`config.mk`:
```
export PLATFORM = sky130hd
export DESIGN_NAME = lives_manager_flat
export DESIGN_NICKNAME = d
export VERILOG_FILES = /design/src/rtl/lives_manager_if.sv /design/src/rtl/lives_manager.sv /design/src/flat_wrapper.sv
export SDC_FILE = /design/constraint.sdc
export NUM_CORES = 1
export LEC_CHECK = 0
export CAP_MARGIN = 25
export CELL_PAD_IN_SITES_DETAIL_PLACEMENT = 1
export CELL_PAD_IN_SITES_GLOBAL_PLACEMENT = 1
export CORE_MARGIN = 10
export CORE_UTILIZATION = 40
export DETAILED_ROUTE_END_ITERATION = 6
export GPL_TIMING_DRIVEN = 1
export PLACE_DENSITY_LB_ADDON = 0.1
export REMOVE_ABC_BUFFERS = 1
export SLEW_MARGIN = 15
export SYNTH_ARGS = -nofsm -noshare
export SYNTH_HDL_FRONTEND = slang
export SYNTH_SLANG_ARGS = --single-unit
```
`constraint.sdc`:
```
create_clock -name clk -period 2.45 [get_ports clk]
set_input_delay 0.6125 -clock clk [delete_from_list [all_inputs] [get_ports clk]]
set_output_delay 0.6125 -clock clk [all_outputs]
set_load 0.01 [all_outputs]
```
`src/rtl/lives_manager_if.sv`:
```
// Lives manager bus: game-logic pulses in, lives/HUD state out.
// Master is the game logic, slave is lives_manager.
interface lives_manager_if #(
  parameter int MAX_LIVES = 3
);
  logic                 startOfFrame;
  logic                 newGame;
  logic                 hitRequest;
  logic                 extraLife;
  logic [1:0]           numOfLives;
  logic [MAX_LIVES-1:0] heartEnable;
  logic                 invulnerable;
  logic                 lifeLost;
  logic                 gameOver;

  modport master (
    output startOfFrame,
    output newGame,
    output hitRequest,
    output extraLife,
    input  numOfLives,
    input  heartEnable,
    input  invulnerable,
    input  lifeLost,
    input  gameOver
  );

  modport slave (
    input  startOfFrame,
    input  newGame,
    input  hitRequest,
    input  extraLife,
    output numOfLives,
    output heartEnable,
    output invulnerable,
    output lifeLost,
    output gameOver
  );
endinterface

```
`src/rtl/lives_manager.sv`:
```
// Lives counter, post-hit invulnerability window and heart blinking.
// All outputs are registered; newGame outranks every other input.
module lives_manager #(
  parameter int MAX_LIVES     = 3,
  parameter int INVULN_FRAMES = 120,
  parameter int BLINK_PERIOD  = 8
) (
  input  logic            clk,
  input  logic            resetN,
  lives_manager_if.slave  bus
);

  typedef enum logic [1:0] {
    PLAY      = 2'd0,
    INVULN    = 2'd1,
    GAME_OVER = 2'd2
  } state_t;

  localparam logic [1:0] MAX_L = 2'(MAX_LIVES);
  localparam logic [7:0] INV_F = 8'(INVULN_FRAMES);
  localparam logic [7:0] BLK_P = 8'(BLINK_PERIOD);

  state_t               state_q, state_d;
  logic [1:0]           lives_q, lives_d;
  logic [7:0]           frame_q, frame_d;
  logic [7:0]           blink_q, blink_d;
  logic                 phase_q, phase_d;
  logic [1:0]           idx_q, idx_d;
  logic                 rest_q, rest_d;
  logic                 lost_q, lost_d;
  logic [MAX_LIVES-1:0] heart_q, heart_d;

  always_ff @(posedge clk or negedge resetN) begin
    if (!resetN) begin
      state_q <= PLAY;
      lives_q <= MAX_L;
      frame_q <= '0;
      blink_q <= '0;
      phase_q <= 1'b0;
      idx_q   <= '0;
      rest_q  <= 1'b0;
      lost_q  <= 1'b0;
      heart_q <= '1;
    end else begin
      state_q <= state_d;
      lives_q <= lives_d;
      frame_q <= frame_d;
      blink_q <= blink_d;
      phase_q <= phase_d;
      idx_q   <= idx_d;
      rest_q  <= rest_d;
      lost_q  <= lost_d;
      heart_q <= heart_d;
    end
  end

  always_comb begin
    state_d = state_q;
    lives_d = lives_q;
    frame_d = frame_q;
    blink_d = blink_q;
    phase_d = phase_q;
    idx_d   = idx_q;
    rest_d  = rest_q;
    lost_d  = 1'b0;
    if (bus.newGame) begin
      state_d = PLAY;
      lives_d = MAX_L;
      frame_d = '0;
      blink_d = '0;
      phase_d = 1'b0;
      idx_d   = '0;
      rest_d  = 1'b0;
    end else begin
      unique case (state_q)
        PLAY: begin
          if (bus.hitRequest) begin
            lives_d = lives_q - 2'd1;
            lost_d  = 1'b1;
            if (lives_d == 2'd0) begin
              state_d = GAME_OVER;
            end else begin
              state_d = INVULN;
              frame_d = INV_F;
              blink_d = BLK_P;
              phase_d = 1'b0;
              idx_d   = lives_d;
              rest_d  = 1'b0;
            end
          end else if (bus.extraLife && lives_q < MAX_L) begin
            lives_d = lives_q + 2'd1;
          end
        end
        INVULN: begin
          if (bus.extraLife && lives_q < MAX_L) begin
            lives_d = lives_q + 2'd1;
            if (lives_d > idx_q) rest_d = 1'b1;
          end
          if (bus.startOfFrame) begin
            if (blink_q <= 8'd1) begin
              phase_d = ~phase_q;
              blink_d = BLK_P;
            end else begin
              blink_d = blink_q - 8'd1;
            end
            if (frame_q <= 8'd1) begin
              state_d = PLAY;
              frame_d = '0;
              blink_d = '0;
              phase_d = 1'b0;
            end else begin
              frame_d = frame_q - 8'd1;
            end
          end
        end
        GAME_OVER: ;
        default: state_d = PLAY;
      endcase
    end
  end

  // Hearts follow the next-state values so they stay aligned with lives.
  always_comb begin
    heart_d = '0;
    if (state_d != GAME_OVER) begin
      for (int i = 0; i < MAX_LIVES; i++) begin
        heart_d[i] = (2'(i) < lives_d);
        if (state_d == INVULN && !rest_d && 2'(i) == idx_d)
          heart_d[i] = phase_d;
      end
    end
  end

  assign bus.numOfLives   = lives_q;
  assign bus.heartEnable  = heart_q;
  assign bus.invulnerable = (state_q == INVULN);
  assign bus.lifeLost     = lost_q;
  assign bus.gameOver     = (state_q == GAME_OVER);

endmodule
```
`src/flat_wrapper.sv`:
```
// flat-port wrapper written by rule: the top's interface ports become plain ports
module lives_manager_flat 
#(
  parameter int MAX_LIVES     = 3,
  parameter int INVULN_FRAMES = 120,
  parameter int BLINK_PERIOD  = 8
)
  (clk, resetN, bus_startOfFrame, bus_newGame, bus_hitRequest, bus_extraLife, bus_numOfLives, bus_heartEnable, bus_invulnerable, bus_lifeLost, bus_gameOver);
  lives_manager_if #(.MAX_LIVES(MAX_LIVES)) bus_i ();
  input  logic clk;
  input  logic resetN;
  input wire logic [$bits(bus_i.startOfFrame)-1:0] bus_startOfFrame;
  input wire logic [$bits(bus_i.newGame)-1:0] bus_newGame;
  input wire logic [$bits(bus_i.hitRequest)-1:0] bus_hitRequest;
  input wire logic [$bits(bus_i.extraLife)-1:0] bus_extraLife;
  output wire logic [$bits(bus_i.numOfLives)-1:0] bus_numOfLives;
  output wire logic [$bits(bus_i.heartEnable)-1:0] bus_heartEnable;
  output wire logic [$bits(bus_i.invulnerable)-1:0] bus_invulnerable;
  output wire logic [$bits(bus_i.lifeLost)-1:0] bus_lifeLost;
  output wire logic [$bits(bus_i.gameOver)-1:0] bus_gameOver;
  assign bus_i.startOfFrame = bus_startOfFrame;
  assign bus_i.newGame = bus_newGame;
  assign bus_i.hitRequest = bus_hitRequest;
  assign bus_i.extraLife = bus_extraLife;
  assign bus_numOfLives = bus_i.numOfLives;
  assign bus_heartEnable = bus_i.heartEnable;
  assign bus_invulnerable = bus_i.invulnerable;
  assign bus_lifeLost = bus_i.lifeLost;
  assign bus_gameOver = bus_i.gameOver;
  lives_manager #(.MAX_LIVES(MAX_LIVES), .INVULN_FRAMES(INVULN_FRAMES), .BLINK_PERIOD(BLINK_PERIOD)) u_core (.clk(clk), .resetN(resetN), .bus(bus_i));
endmodule
```
==> results_dict.tcl <==
set metrics [dict create \
    status "completed" \
    synth_cell_types 46 \
    irDropWorstVdd_v 0.0006258 \
    dieArea_mm2 0.007271 \
    final_util 0.5365 \
    start_util 0.4200 \
    yosysSeqAreaShare 0.4148 \
    dr.pass1.iters 4 \
    numPortBuffers 13 \
    hold_path_class "flip-flop to flip-flop" \
    crit_end "u_core.bus.heartEnable[2]" \
    power_density_mw_per_mm2 1212 \
    critPathRequiredTime_ps 2640 \
    critPathKind "flip-flop to flip-flop" \
    async_flop_share 1.000 \
    routed_wl_um 4592 \
    gp_congestion 0.8911 \
    clkTransAtPathRegs_ps 100 \
    fill_cells 478 \
    antenna_left 0 \
    ys_warn_count 0 \
    drt_iter0_drc 76 \
    rr_worst_depth 10 \
    yosysTopAreaCell "dfrtp_1" \
    min_period_ps 2406 \
    cap_violations 0 \
    cts_made_buffers 3 \
    drc 0 \
    placed_cell_area_mm2 0.002062 \
    worstSetupEndpointType "flip-flop" \
    dp_cells 268 \
    final_nets 236 \
    clock_skew_ps 9.808 \
    r2r_slack_ps 40 \
    dp_hpwl_um 3465 \
    rr_endpoint "u_core.bus.heartEnable[2]" \
    grt_use_total 0.1266 \
    cp.arrival_ps 2600 \
    synthTopCellsByCount "dfrtp_1, nor2_1, inv_1, nand2_1, o21ai_0" \
    die_h_um 85.27 \
    synthFlopType "dfrtp_1" \
    clkSinkCount 28 \
    cts-root-buf "clkbuf_8" \
    grt_pass1_wl_um 7893 \
    clk_latency_ps 280 \
    wl_per_cell_um 16.94 \
    finalSetupViolCount 0 \
    grt_max_degree 29 \
    dp_slack_ps -182.7 \
    max_freq_mhz 415.6 \
    diodes 0 \
    yosys.area.top_type_share 0.3377 \
    startpoint "u_core.bus.numOfLives[1]" \
    postLayoutSetupSlackWorst_ps 43.56 \
    synth_area_mm2 0.001704 \
    grt_pass1_vias 1682 \
    design_area_mm2 0.002177 \
    drive_gt1_frac 0.2489 \
    p_leak_nw 0.9601 \
    syn_area_per_cell_um2 9.312 \
    core_mm2 0.004058 \
    vias 1547 \
    area_growth_pct 27.75 \
    min_period_over_period 0.9822 \
    worst_pin_slew_ps 522.2 \
    tritoncts "yes" \
    finalHoldViolCount 0 \
    drv_slew 0 \
    clk_path_buf_depth 2 \
    synth-edff-count 0 \
    antenna_found_initial 0 \
    synth-seq-cells 28 \
    rows 23 \
    ios 14 \
    startpoint_type "flip-flop" \
    r2r_start "u_core.bus.numOfLives[1]" \
    die_w_um 85.27 \
    netlist_instances 183 \
    critPathMaxFanout 4 \
    layout.cells.non_filler 271 \
    power_w 0.002638 \
    viasPerCell 5.708 \
    relSlewSlack 0.6492 \
    grt_overflow 0 \
    synthTopCellsByArea "dfrtp_1, dfstp_2, ha_1, nor2_1, o21ai_0" \
    h-tree-depth 1 \
]
==> cell families after synthesis <==
kind of cell / synth area share
AOI/OAI and AO/OA: 0.1601
xor gates and xnor gates: 0.03598
adders and majority gates: 0.05874
buffers and inverters: 0.05287
DFF: 0.4148
muxes: 0.02937
and+or+nand+nor: 0.2482
==> sequential cells by signal (all words and copies together) (netlist names) <==
signal and count:
u_core.blink_q 8, u_core.bus.heartEnable 3, u_core.bus.lifeLost 1, u_core.bus.numOfLives 2, u_core.frame_q 8, u_core.idx_q 2
u_core.phase_q 1, u_core.rest_q 1, u_core.state_q 2
==> stage by stage <==
stage,TNS (ps),hold slack [ps]
floorplan,0,316.9
global placement,-581.2,510.5
detailed placement,-880.1,512.8
CTS,0,535.7
global route,-179.9,581.4
finish,0,536.5
==> worst max-delay path: stages, from the launching register on <==
cell and delay, ps:
dfstp_2 550, inv_2 50, ha_4 260, inv_2 50
ha_4 210, nor2b_1 120, nor3_1 360, nor4_4 110
nor4bb_4 310, mux2i_1 230, nor2_1 60
==> final cells by class <==
| class | count | area [um2] | area share |
|---|---|---|---|
| clock buffers | 4 | 45.04 | 0.02069 |
| well taps | 50 | 62.56 | 0.02874 |
| multi-input cells | 136 | 984.7 | 0.4523 |
| inverters | 14 | 52.55 | 0.02414 |
| repair buffers | 39 | 325.3 | 0.1494 |
| flip-flops and latches | 28 | 706.9 | 0.3247 |
==> report_power, final <==
part | switching (W) | internal (W) | leakage [nW]
Sequential | 0.000152 | 0.000640 | 0.357
Clock | 0.000152 | 0.000117 | 0.0228
Combinational | 0.000815 | 0.000761 | 0.580
Total | 0.00112 | 0.00152 | 0.960
==> what timing repair did <==
action	CTS	global route
buffers inserted	0	0
pin swaps	0	3
resized for setup	4	7
setup endpoints to repair	2	4
hold buffers	0	0
==> worst min-delay path by stage <==
stage | from | to | slack (ps) | cells after the start
2_1_floorplan | resetN | u_core.blink_q[0] | 320 | 0
3_3_place_gp | u_core.blink_q[1] | u_core.blink_q[1] | 510 | 1
3_5_place_dp | u_core.blink_q[1] | u_core.blink_q[1] | 510 | 1
4_1_cts | u_core.blink_q[1] | u_core.blink_q[1] | 540 | 1
5_1_grt | u_core.frame_q[2] | u_core.frame_q[2] | 580 | 1
6_report | u_core.blink_q[1] | u_core.blink_q[1] | 540 | 1
==> layer usage <==
layer,vias to the layer above,GRT usage,part of all wire
li1,732,-,-
met3,2,0.02008,0.028
met4,0,0.03144,0.0030
met2,16,0.2241,0.52
met1,797,0.1543,0.45
met5,-,0,0
==> cells in the final DEF, fill, tap and decap left out, drive strengths merged, types with 7 or more instances in the layout <==
master         Yosys  routed
a21oi             11      11
ha                 8       8
dfrtp             23      23
o21ai             11      11
clkdlybuf4s50      0      13
inv               14      14
nor3               7       7
nand2             14      14
nor2              23      23
buf                3      26
No activity file was read; power rests on OpenSTA's default activity.
